$ cat src/rtl/apb_pkg.sv
// Shared APB definitions: FSM state encoding, response codes and word-alignment helpers.
// Used by apb_slave_mem and by the APB master side of the bridge.
package apb_pkg;

    localparam logic [0:0] APB_IDLE   = 1'b0;
    localparam logic [0:0] APB_ACCESS = 1'b1;

    localparam logic APB_RESP_OKAY = 1'b0;
    localparam logic APB_RESP_ERR  = 1'b1;

    localparam int APB_ALIGN_BITS = 2;
    localparam int APB_WORD_BYTES = 4;

    function automatic logic apb_misaligned(input logic [APB_ALIGN_BITS-1:0] lsb);
        return lsb != '0;
    endfunction

endpackage

$ cat src/rtl/apb_wait_ctr.sv
// Access-phase wait-state counter: loads at setup, counts down to zero, flags zero.
// Only instantiated when APB_WAIT_STATE_EN is defined.
module apb_wait_ctr #(
    parameter int CNT_W = 2
) (
    input  logic             clk,
    input  logic             rst_n,
    input  logic             load,
    input  logic             clear,
    input  logic [CNT_W-1:0] load_value,
    output logic             zero
);

    logic [CNT_W-1:0] cnt_reg;

    always_ff @(posedge clk or negedge rst_n) begin
        if (!rst_n) begin
            cnt_reg <= '0;
        end else if (clear) begin
            cnt_reg <= '0;
        end else if (load) begin
            cnt_reg <= load_value;
        end else if (cnt_reg != '0) begin
            cnt_reg <= cnt_reg - 1'b1;
        end
    end

    assign zero = (cnt_reg == '0);

endmodule

$ cat src/rtl/apb_slave_mem.sv
// APB completer backed by a DEPTH-word flop register file at BASE_ADDR.
// Define APB_WAIT_STATE_EN to insert WAIT_CYCLES access-phase wait states.
module apb_slave_mem
    import apb_pkg::*;
#(
    parameter int                ADDR_W      = 32,
    parameter int                DATA_W      = 32,
    parameter int                DEPTH       = 16,
    parameter logic [ADDR_W-1:0] BASE_ADDR   = 32'hA000_0000,
    parameter int                WAIT_CYCLES = 2
) (
    input  logic              Pclk,
    input  logic              Presetn,
    input  logic              Psel,
    input  logic              Penable,
    input  logic              Pwrite,
    input  logic [ADDR_W-1:0] Paddr,
    input  logic [DATA_W-1:0] Pdata,
    output logic [DATA_W-1:0] Prdata,
    output logic              Pready,
    output logic              Pslverr
);

    localparam int IDX_W = $clog2(DEPTH);
    // One extra bit so the window limit cannot wrap at the top of the address space.
    localparam logic [ADDR_W:0] BASE_EXT  = {1'b0, BASE_ADDR};
    localparam logic [ADDR_W:0] LIMIT_EXT = BASE_EXT + (ADDR_W+1)'(APB_WORD_BYTES * DEPTH);

    logic [0:0]        state_reg;
    logic              write_reg;
    logic              err_reg;
    logic [IDX_W-1:0]  idx_reg;
    logic [DATA_W-1:0] wdata_reg;
    logic [DATA_W-1:0] prdata_reg;
    logic [DATA_W-1:0] mem_reg [DEPTH];

    logic              dec_err;
    logic [IDX_W-1:0]  dec_idx;
    logic              setup;
    logic              complete;
    logic              abort;
    logic              ready;
    logic              cnt_zero;

    always_comb begin
        dec_err = apb_misaligned(Paddr[APB_ALIGN_BITS-1:0])
                | ({1'b0, Paddr} < BASE_EXT)
                | ({1'b0, Paddr} >= LIMIT_EXT);
        dec_idx = IDX_W'((Paddr - BASE_ADDR) >> APB_ALIGN_BITS);
    end

    assign setup    = (state_reg == APB_IDLE) && Psel && !Penable;
    assign ready    = (state_reg == APB_ACCESS) && cnt_zero;
    assign complete = ready && Psel && Penable;
    assign abort    = (state_reg == APB_ACCESS) && !Psel;

`ifdef APB_WAIT_STATE_EN
    localparam int CNT_W = (WAIT_CYCLES < 1) ? 1 : $clog2(WAIT_CYCLES + 1);

    apb_wait_ctr #(
        .CNT_W(CNT_W)
    ) u_wait_ctr (
        .clk        (Pclk),
        .rst_n      (Presetn),
        .load       (setup),
        .clear      (abort),
        .load_value (CNT_W'(WAIT_CYCLES)),
        .zero       (cnt_zero)
    );
`else
    assign cnt_zero = 1'b1;
`endif

    always_ff @(posedge Pclk or negedge Presetn) begin
        if (!Presetn) begin
            state_reg  <= APB_IDLE;
            write_reg  <= 1'b0;
            err_reg    <= 1'b0;
            idx_reg    <= '0;
            wdata_reg  <= '0;
            prdata_reg <= '0;
        end else begin
            case (state_reg)
                APB_IDLE: begin
                    if (setup) begin
                        state_reg <= APB_ACCESS;
                        write_reg <= Pwrite;
                        err_reg   <= dec_err;
                        idx_reg   <= dec_idx;
                        wdata_reg <= Pdata;
                        // Read data is fetched during setup and held until the next read.
                        if (!Pwrite) begin
                            prdata_reg <= dec_err ? '0 : mem_reg[dec_idx];
                        end
                    end
                end
                default: begin
                    if (complete || abort) begin
                        state_reg <= APB_IDLE;
                    end
                end
            endcase
        end
    end

    always_ff @(posedge Pclk or negedge Presetn) begin
        if (!Presetn) begin
            for (int i = 0; i < DEPTH; i++) begin
                mem_reg[i] <= '0;
            end
        end else if (complete && write_reg && !err_reg) begin
            mem_reg[idx_reg] <= wdata_reg;
        end
    end

    assign Prdata  = prdata_reg;
    assign Pready  = ready;
    assign Pslverr = (ready && err_reg) ? APB_RESP_ERR : APB_RESP_OKAY;

endmodule
$ cat config.mk
export PLATFORM = sky130hd
export DESIGN_NAME = apb_slave_mem
export DESIGN_NICKNAME = d
export VERILOG_FILES = /design/src/rtl/apb_pkg.sv /design/src/rtl/apb_wait_ctr.sv /design/src/rtl/apb_slave_mem.sv
export SDC_FILE = /design/constraint.sdc
export NUM_CORES = 1
export LEC_CHECK = 0
export BUFFER_PORTS_ARGS = -buffer_cell sky130_fd_sc_hd__buf_2
export CAP_MARGIN = 20
export CORE_UTILIZATION = 55
export CTS_BUF_LIST = sky130_fd_sc_hd__clkbuf_4
export DETAILED_ROUTE_END_ITERATION = 12
export PLACE_DENSITY = 0.8
export SLEW_MARGIN = 20
export SYNTH_ARGS = -nofsm -noshare
export SYNTH_HDL_FRONTEND = slang
export SYNTH_SLANG_ARGS = --single-unit
$ cat constraint.sdc
create_clock -name Pclk -period 2.2 [get_ports Pclk]
set_input_delay 0.11 -clock Pclk [delete_from_list [all_inputs] [get_ports Pclk]]
set_output_delay 0.11 -clock Pclk [all_outputs]
set_load 0.005 [all_outputs]
==> results of run 1 <==
[timing repair]
action	CTS	global route
gates resized for setup	0	3
endpoints found under the setup margin	0	8
hold buffers	82	0
buffers inserted	0	2
endpoints found under the hold margin	663	0
[where the power goes]
part | total (uW) | internal [uW] | switching [uW]
sequential | 12100 | 11300 | 779
combinational | 1890 | 1080 | 811
clock | 8950 | 4800 | 4150
total | 22900 | 17200 | 5740
[worst max-delay path: stages]
cell and delay (ns):
dlygate4sd3_1 0.56, buf_2 0.14, nor4_1 0.27, dlygate4sd3_1 0.58, nand4_1 0.13, or4_4 0.62, buf_12 0.22, a211oi_1 0.24
[layout make-up]
cell class,instances,area [um2],area share (%)
Antenna cell,1,2.50,0.00819
Clock inverter,25,180,0.590
Clock buffer,216,1620,5.31
Multi-Input combinational cell,909,11000,36.0
Tap cell,607,759,2.49
Timing Repair Buffer,261,2410,7.87
Sequential cell,583,14600,47.7
[worst paths after layout]
kind                            slack (ns)  depth (start not counted)                     start                        to
worst max register to register        0.16                          5       err_reg$_DFFE_PN0P_  mem_reg[362]$_DFFE_PN0P_
min in group asynchronous             0.39                          4                   Presetn    Prdata[23]$_DFFE_PN0P_
worst min register to register        0.50                          1  mem_reg[309]$_DFFE_PN0P_  mem_reg[309]$_DFFE_PN0P_
max in group asynchronous             0.97                          6                   Presetn  mem_reg[444]$_DFFE_PN0P_
worst min-delay path                  0.06                          3                  Pdata[2]  wdata_reg[2]$_DFFE_PN0P_
worst max-delay path                  0.05                          8                  Paddr[8]    Prdata[19]$_DFFE_PN0P_
[metrics by stage]
stage / TNS [ns] / hold WS (ns) / cell area, um2 / instances
2_1_floorplan: 0 / -0.186 / 26100 / 1631
3_3_place_gp: 0 / 0.00489 / 27900 / 2276
3_5_place_dp: 0 / 0.00567 / 27900 / 2276
4_1_cts: 0 / 0.00270 / 30500 / 2599
5_1_grt: -0.00335 / 0.0295 / 30600 / 2602
6_report: 0 / 0.0619 / 30600 / 2602
[cells by family after synthesis]
group / count (synthesis) / share of synthesized area [%]
mux: 742 / 37.2
flops: 583 / 55.9
buf+inv: 139 / 2.38
simple gates: 102 / 2.69
compound gates: 65 / 1.79
[layout by cell type (no fill, tap or decap), types with 2 or more instances in the layout]
cell / Yosys / routed
and3b_1: 31 / 31
clkinv_1: 0 / 12
mux2_2: 550 / 550
nor2_4: 0 / 9
dfrtp_1: 583 / 583
buf_2: 56 / 98
mux4_2: 128 / 128
nand2_1: 3 / 2
inv_2: 0 / 6
bufinv_16: 0 / 3
nor2_1: 11 / 2
dlygate4sd3_1: 0 / 81
clkinv_2: 0 / 3
nor3_2: 0 / 3
nor4_1: 6 / 5
nand4b_1: 2 / 2
mux2i_1: 64 / 64
nand4_1: 2 / 2
buf_12: 0 / 38
nand3b_1: 2 / 2
clkbuf_4: 0 / 216
o21ai_0: 34 / 34
a211oi_1: 18 / 16
a211oi_2: 13 / 15
and3_1: 31 / 31
nand2b_1: 2 / 2
buf_4: 0 / 42
[per-layer routing]
layer | track usage, % | share of wire, % | vias to the layer above
met5 | 0 | 0.019 | -
met4 | 10.6 | 2.5 | 2
met3 | 5.63 | 5.6 | 118
met2 | 44.1 | 50 | 496
met1 | 36.3 | 42 | 8464
li1 | - | - | 6737
==> summary.md, run 1 <==
| Metric | Value |
|---|---|
| CTS tree | built |
| Crit share post-route | 97.9% |
| Commonest cells in the synthesized netlist | 583 x dfrtp_1, 550 x mux2_2, 128 x mux4_2 |
| Pwr Density | 751 mW/mm2 |
| Slew @ Worst Pin | 0.646 ns |
| Max FFs per register | 512 |
| Final setup violation count | 0 |
| GRT Overall Usage | 27.3% |
| Post-Synthesis Cell Area | 0.0261 mm2 |
| CTS buffer count | 148 |
| # IOs | 103 |
| Post-synthesis async set-or-reset flop share | 100% |
| Mapped Nets | 1700 |
| Most frequent cell after synthesis | dfrtp_1 |
| Clk buf depth | 3 |
| Setup ws final | 0.0468 ns |
| Die X | 220 um |
| Worst Path Max Fanout | 21 |
| Pin count of the biggest net entering global routing | 121 |
| Max-slew headroom | 56.9% |
| Peak supply drop | 463 uV |
| Syn Area/Cell | 16.0 um2 |
| #FFs+latches synth | 583 |
| Hold violation total from the final report | 0 |
| Outcome | finished, violations left |
| Mapped Cells | 1631 |
| Synth Flop Type | dfrtp_1 |
| Synth area leaders | dfrtp_1 56%, mux2_2 24%, mux4_2 11% |
| DRC Markers | 2 |
| Port Buf Inserts | 102 |
| PnR Total Power | 22900 uW |
| Yosys top cell area share | 55.9% |
| Die footprint | 0.0483 mm2 |
| Nets | 1972 |
| Sequential area share after synthesis | 55.9% |
| Synth area leader | dfrtp_1 |
| GRT overflow | 0 |
| Min-delay worst type | input pin to flip-flop |
| Fill cell count | 3226 |
| Leakage | 0.0150 uW |
| Final min period | 2.15 ns |
| Hpwl dp | 37200 um |
| Worst EP required | 2.94 ns |
| WL final | 62700 um |
| Final Skew | 0.0378 ns |
| Detail Route Antenna Nets | 0 |
| Post-synth EDFFs | 0 |
| Initial Util | 55.9% |
| Crit end category | flip-flop |
| Global placer's final weighted congestion | 0.812 |
| Library cells used by synthesis | 29 |
| Max-cap violations | 0 |
| Core ar. | 0.0467 mm2 |
| Routed wire per std cell | 24.1 um |
| Clk pin slew, worst setup/hold paths | 0.06 ns |
| Clock latency on the worst-skew pair | 0.87 ns |
| Vias | 15.8k |
| Vias in the first global route | 17.0k |
| Max Transition Viols Final | 0 |
| Final Util | 65.5% |
| Clock Root Buffer | clkbuf_4 |
| Row Count | 79 |
| Fmax | 464 MHz |
| DR iter-0 viols | 1094 |
| Die H | 220 um |
| CP Data Arrival Time | 2.89 ns |
| DR vias/cell | 6.08 |
| Failing checks | DRC |
| TritonRoute pass-1 iters | 8 |
| Initial antenna violation count | 2 |
| H-tree depth | 4 |
| Layout cell share with drive strength beyond 1 | 56.2% |
| Pre-CTS WS | 0.192 ns |
| First-pass GRT wire length | 97600 um |
| Crit path kind | input pin to flip-flop |
| Startpoint Class | input pin |
| Yosys warnings | 0 |
| Area growth syn-to-layout | 17.1% |
| # clock sinks | 583 |
(Power assumes the default switching activity.)
==> run 2, diff against run 1 <==
- PLACE_DENSITY: 0.8 -> 0.83
==> run 2 against run 1 <==
  * The run still ends with DRC left
  * Non-clock buffer count decreased by 2
  * Flip-flop and latch count stayed put
  * Utilization barely moved
  * Design area barely moved
  * Count of clock-buffer cells in the layout down 9
  * Combinational power about the same
  * Register-to-register slack worse by 0.05 ns
  * Die area stayed put
  * Sequential power about the same
  * Critical path depth shrank 3
  * Wire length down 0.45%
  * Worst hold slack lost 0.015 ns
  * Highest routed layer unchanged
==> summary.md, run 2 (synthesized netlist as in run 1, its figures left out) <==
| Metric | Value |
|---|---|
| Outcome | finished, violations left |
| Failing checks | DRC |
| GRT Overall Usage | 27.5% (+0.21 points) |
| Pin count of the biggest net entering global routing | 89 (-26%) |
| Min-delay worst type | input pin to flip-flop |
| Crit path depth | 5 (-3) |
| Max FFs per register | 512 (unchanged) |
| Final min period | 2.09 ns (-0.0622 ns) |
| Worst R2R Path Depth | 5 (unchanged) |
| Die H | 220 um (unchanged) |
| Post-placement cell count | 2276 (unchanged) |
| DR iter-0 viols | 1052 (-3.8%) |
| Final Non-Filler Cells | 2593 (-0.35%) |
| Fmax | 478 MHz (+3.0%) |
| Setup bufs post-CTS | 0 (unchanged) |
| CTS buffer count | 146 (-1.4%) |
| Final setup violation count | 0 (unchanged) |
| Final hold slack | 0.0472 ns (-0.0147 ns) |
| WL final | 62400 um (-0.45%) |
| Crit share post-route | 95.0% (-2.8 points) |
| Initial Util | 55.9% (unchanged) |
| Max-slew headroom | 52.0% (-4.9 points) |
| Clock latency on the worst-skew pair | 0.88 ns (about the same) |
| Die footprint | 0.0483 mm2 (unchanged) |
| Layout cell share with drive strength beyond 1 | 55.8% (-0.35 points) |
| Die X | 220 um (unchanged) |
| Nets | 1968 (-0.20%) |
| R2r startpoint | Pready$_DFF_PN0_ |
| Worst setup path end | Prdata[11]$_DFFE_PN0P_ |
| Most frequent cells in the layout | 583 x dfrtp_1, 550 x mux2_2, 207 x clkbuf_4, 128 x mux4_2, 98 x buf_2 |
| Critical path buffers and inverters | 1 (-3) |
| Vias in the first global route | 17.3k (+1.7%) |
| Area growth syn-to-layout | 17.0% (about the same) |
| CP Data Arrival Time | 2.83 ns (-0.06 ns) |
| Routed wire per std cell | 24.1 um (-0.11%) |
| Worst Path Max Fanout | 36 (+71%) |
| TNS Setup | 0 ns (unchanged) |
| DRC Markers | 4 (+2) |
| Most common cell after layout, fill and taps aside | dfrtp_1 |
| PnR Total Power | 23000 uW (+0.32%) |
| CP cell instances | or3b_4, buf_4, o21ai_0, and3_1, a211oi_2 |
| Global placer's final weighted congestion | 0.785 (-3.3%) |
| Hold violation total from the final report | 0 (unchanged) |
| First-pass GRT wire length | 99200 um (+1.7%) |
| Startpoint Class | flip-flop |
| Hpwl dp | 37800 um (+1.5%) |
| GRT overflow | 0 (unchanged) |
| Combinational Power Share | 8.2% (about the same) |
| Pwr Density | 754 mW/mm2 (+0.39%) |
| Slew @ Worst Pin | 0.720 ns (+0.0741 ns) |
| Critical R2R Capture | Prdata[11]$_DFFE_PN0P_ |
| Initial antenna violation count | 4 (+2) |
| Final Skew | 0.0525 ns (+0.0147 ns) |
| Crit path kind | flip-flop to flip-flop |
| Max incr delay on CP | 0.45 ns (-0.17 ns) |
| Clock Root Buffer | clkbuf_4 |
| Leakage | 0.0150 uW (-0.33%) |
| Vias | 15.8k (-0.34%) |
| # clock sinks | 583 (unchanged) |
| Core ar. | 0.0467 mm2 (unchanged) |
| Detail Route Antenna Nets | 0 (unchanged) |
| Worst path top cell family by delay | simple AND/OR/NAND/NOR gates |
| DR vias/cell | 6.08 (about the same) |
| Hold path startpoint | Pdata[8] |
| Port Buf Inserts | 102 (unchanged) |
| Worst EP required | 2.94 ns (about the same) |
| Sequential Power Share | 52.6% (about the same) |
| Clk pin slew, worst setup/hold paths | 0.06 ns (about the same) |
| TritonRoute pass-1 iters | 9 (+1) |
| CP max-delay cell | o21ai_0 |
| CP Launch Point | Pready$_DFF_PN0_ |
| Peak supply drop | 685 uV (+48%) |
| Row Count | 79 (unchanged) |
| Max Transition Viols Final | 0 (unchanged) |
| Max-cap violations | 0 (unchanged) |
| Int Pwr | 17300 uW (+0.40%) |
| NetSw | 5740 uW (+0.10%) |
| Finished Cell Area | 0.0305 mm2 (about the same) |
| Clock Power Share | 39.1% (about the same) |
| DP Area | 0.0279 mm2 (unchanged) |
| H-tree depth | 4 (unchanged) |
| Clk buf depth | 3 (unchanged) |
| # IOs | 103 (unchanged) |
| RSZ-0062 raised after global routing | false |
| CTS tree | built |
| FF-to-FF setup slack | 0.11 ns (-0.05 ns) |
| Crit end category | flip-flop |
| Sw Share | 25.0% (-0.055 points) |
| Fill cell count | 3161 (-2.0%) |
run 2: cell types whose count changed in the layout (fill, tap and decap cells not counted), sizes merged:
| cell | before | now |
|---|---|---|
| buf | 179 | 177 |
| bufinv | 3 | 5 |
| clkbuf | 217 | 208 |
| clkinv | 15 | 17 |
| inv | 6 | 4 |
run 2: through the flow:
step | worst slack (ns) | util, %
after detailed placement | 0.209 | 59.8
after global placement | 0.246 | 59.8
final | 0.109 | 65.5
after floorplan | 0.289 | -
after global routing | 0.00839 | 65.5
after CTS | 0.124 | 65.4
run 2: worst register-to-register path: stages, from the launching register on:
cell and delay, ns:
dfrtp_1 0.41, or3b_4 0.42, buf_4 0.31, o21ai_0 0.48, and3_1 0.27, a211oi_2 0.05
run 2: area by class of cell:
| type | count | area, um2 | share of cell area [%] |
|---|---|---|---|
| clock inverters | 27 | 240 | 0.787 |
| well taps | 607 | 759 | 2.49 |
| repair buffers | 259 | 2400 | 7.85 |
| flip-flops and latches | 583 | 14600 | 47.8 |
| multi-input cells | 909 | 11000 | 36.0 |
| clock buffers | 207 | 1550 | 5.09 |
| diodes | 1 | 2.50 | 0.00820 |
run 2: routing by layer:
metal  global-route usage (%)  up-vias  part of all wire [%]
li1                         -     6691                     -
met1                     36.7     8462                    41
met2                     43.6      459                    50
met3                     5.51      146                   5.3
met4                     12.8        6                   3.5
met5                        0        -                 0.064
run 2: how the worst min path moves through the flow:
| stage | cells after the start | end | slack [ns] |
|---|---|---|---|
| after detailed placement | 1 | wdata_reg[28]$_DFFE_PN0P_ | 0.11 |
| after global routing | 3 | wdata_reg[8]$_DFFE_PN0P_ | 0.01 |
| after global placement | 1 | wdata_reg[24]$_DFFE_PN0P_ | 0.11 |
| final | 3 | wdata_reg[8]$_DFFE_PN0P_ | 0.05 |
| after CTS | 3 | wdata_reg[8]$_DFFE_PN0P_ | 0.003 |
| after floorplan | 0 | Prdata[0]$_DFFE_PN0P_ | -0.19 |
run 2: power by group through the flow:
stage	clock network, uW	logic, uW	registers, uW
3_5_place_dp	0	1780	12300
3_3_place_gp	0	1710	12200
4_1_cts	9200	1910	12100
2_1_floorplan	0	1380	11800
5_1_grt	9770	2050	12200
6_report	9000	1900	12100
run 2: what timing repair did:
item / in CTS / in global routing
endpoints found under the hold margin: 662 / 0
hold buffers: 83 / 0
setup endpoints to repair: 0 / 2
gates resized for setup: 0 / 2
==> run 3, diff against run 2 <==
==> constraint.sdc (replaced) <==
create_clock -name Pclk -period 2.2 [get_ports Pclk]
set_input_delay 0.44 -clock Pclk [delete_from_list [all_inputs] [get_ports Pclk]]
set_output_delay 0.44 -clock Pclk [all_outputs]
set_load 0.005 [all_outputs]
==> run 3 against run 2 <==
  * The run still ends with DRC left
  * Utilization is 0.38 points lower
  * Largest cell class unchanged
  * Die area stayed put
  * Global-route usage is 0.44 points lower
  * Non-clock buffer count is 26 lower
  * Count of clock-buffer cells in the layout is 9 higher
==> summary.md, run 3 (synthesized netlist as in run 1, its figures left out) <==
| Metric | Value |
|---|---|
| CP max-delay cell | dlygate4sd3_1 |
| Max-slew headroom | 44.3% (-7.7 points) |
| Final min period | 2.10 ns (+0.0125 ns) |
| Slew @ Worst Pin | 0.836 ns (+0.116 ns) |
| Max-cap violations | 0 (unchanged) |
| CTS buffer count | 146 (unchanged) |
| Max incr delay on CP | 0.59 ns (+0.14 ns) |
| Layout cell share with drive strength beyond 1 | 57.6% (+1.7 points) |
| DRC Markers | 4 (unchanged) |
| Setup bufs post-CTS | 0 (unchanged) |
| Setup ws final | 0.0965 ns (-0.0125 ns) |
| Met1 Use GR | 36.4% (-0.29 points) |
| CP most frequent cell | dlygate4sd3_1 |
| Min-delay worst type | input pin to async pin |
| DR vias/cell | 6.08 (about the same) |
| First-pass GRT wire length | 98400 um (-0.81%) |
| Area growth syn-to-layout | 16.3% |
| DR iter-0 viols | 966 (-8.2%) |
| Detail Route Antenna Nets | 0 (unchanged) |
| Port Buf Inserts | 102 (unchanged) |
| Clk buf depth | 3 (unchanged) |
| TritonRoute pass-1 iters | 9 (unchanged) |
| Final setup violation count | 0 (unchanged) |
| WL final | 61600 um (-1.3%) |
| CTS tree | built |
| Core ar. | 0.0467 mm2 (unchanged) |
| Pwr Density | 762 mW/mm2 (+1.1%) |
| RSZ-0062 raised after global routing | false |
| Worst path top cell family by delay | buffers and inverters |
| Peak supply drop | 778 uV (+14%) |
| H-tree depth | 4 (unchanged) |
| Nets | 1942 (-1.3%) |
| Pin count of the biggest net entering global routing | 85 (-4.5%) |
| Worst Path Max Fanout | 2 (-94%) |
| Failing checks | DRC |
| Clock Root Buffer | clkbuf_4 |
| Die footprint | 0.0483 mm2 (unchanged) |
| M3 GR Usage | 4.62% (-0.88 points) |
| Crit share post-route | 95.6% (+0.57 points) |
| Critical path buffers and inverters | 4 (+3) |
| Routing usage on met2 | 44.1% (+0.51 points) |
| Final Skew | 0.0527 ns (+0.000259 ns) |
| Global placer's final weighted congestion | 0.841 (+7.1%) |
| Most common cell after layout, fill and taps aside | dfrtp_1 |
| Finished Cell Area | 0.0304 mm2 (-0.59%) |
| Clock latency on the worst-skew pair | 0.87 ns (about the same) |
| Row Count | 79 (unchanged) |
| CP Data Arrival Time | 2.82 ns (about the same) |
| Die X | 220 um (unchanged) |
| Hpwl dp | 38200 um (+1.1%) |
| Pre-CTS WS | -0.00246 ns (-0.211 ns) |
| Initial Util | 55.9% (unchanged) |
| Max FFs per register | 512 (unchanged) |
| Vias | 15.7k (-0.69%) |
| CP cell instances | dlygate4sd3_1, buf_2, nor4bb_1, nand4_1, dlygate4sd3_1, nor2_1, dlygate4sd3_1, o21ai_0 |
| Outcome | finished, violations left |
| Fmax | 475 MHz (-0.59%) |
| Vias in the first global route | 17.2k (-0.49%) |
| Startpoint Class | input pin |
| Routed wire per std cell | 23.9 um (-0.51%) |
| Leakage | 0.0149 uW (-0.20%) |
| Initial antenna violation count | 2 (-2) |
| Die H | 220 um (unchanged) |
| Worst EP required | 2.92 ns (-0.02 ns) |
| Most used routing layer in global routing | met2 |
| Max Transition Viols Final | 0 (unchanged) |
| GRT overflow | 0 (unchanged) |
| Crit path kind | input pin to flip-flop |
| Most frequent cells in the layout | 583 x dfrtp_1, 550 x mux2_2, 216 x clkbuf_4, 128 x mux4_2, 98 x buf_2 |
| # clock sinks | 583 (unchanged) |
| Fill cell count | 3176 (+0.47%) |
| Clk pin slew, worst setup/hold paths | 0.07 ns (about the same) |
| GRT Overall Usage | 27.0% (-0.44 points) |
| # IOs | 103 (unchanged) |
| DP Area | 0.0281 mm2 (+0.84%) |
| Hold violation total from the final report | 0 (unchanged) |
| Crit end category | flip-flop |
-- run 3: power breakdown --
group,leakage [uW],internal (uW),switching [uW]
logic,0.00579,1040,793
clock network,0.00111,5030,4150
registers,0.00803,11300,798
-- run 3: final timing paths --
path / from / endpoint / slack, ns / depth (start not counted)
max: Paddr[30] / err_reg$_DFFE_PN0P_ / 0.1 / 8
min: Presetn / mem_reg[441]$_DFFE_PN0P_ / 0.11 / 2
max reg2reg: err_reg$_DFFE_PN0P_ / mem_reg[437]$_DFFE_PN0P_ / 0.13 / 5
min reg2reg: mem_reg[183]$_DFFE_PN0P_ / mem_reg[183]$_DFFE_PN0P_ / 0.50 / 1
max in group asynchronous: Presetn / mem_reg[78]$_DFFE_PN0P_ / 1.20 / 3
min in group Pclk: Paddr[2] / idx_reg[0]$_DFFE_PN0P_ / 0.12 / 2
-- run 3: layer usage --
metal  share of wire (%)  wire length, um  vias up
li1                    -                -     6651
met1                  42            26100     8422
met2                  50            30800      460
met3                 5.0             3090      120
met4                 2.7             1660        2
met5               0.021               13        -
-- run 3: repair_timing --
item | 4_1_cts | 5_1_grt
gates resized for setup | 0 | 0
hold buffers | 38 | 0
endpoints found under the hold margin | 580 | 0
-- run 3: cell type report --
type,instances,area [um2],share of cell area (%)
Multi-Input combinational cell,909,11000,36.2
Clock buffer,216,1620,5.34
Clock inverter,24,228,0.750
Antenna cell,1,2.50,0.00824
Sequential cell,583,14600,48.1
Tap cell,607,759,2.50
Timing Repair Buffer,233,2180,7.17
-- run 3: metrics by stage --
| stage | utilization, % | hold WS, ns | setup TNS (ns) | power (uW) | std cells |
|---|---|---|---|---|---|
| finish | 65.1 | 0.112 | 0 | 23100 | 2573 |
| global route | 65.1 | 0.103 | 0 | 24100 | 2573 |
| CTS | 65.1 | 0.0508 | 0 | 23300 | 2572 |
| detailed placement | 60.3 | 0.378 | -0.00246 | 14100 | 2294 |
| global placement | 60.3 | 0.377 | 0 | 13900 | 2294 |
| floorplan | - | 0.144 | 0 | 13200 | 1631 |
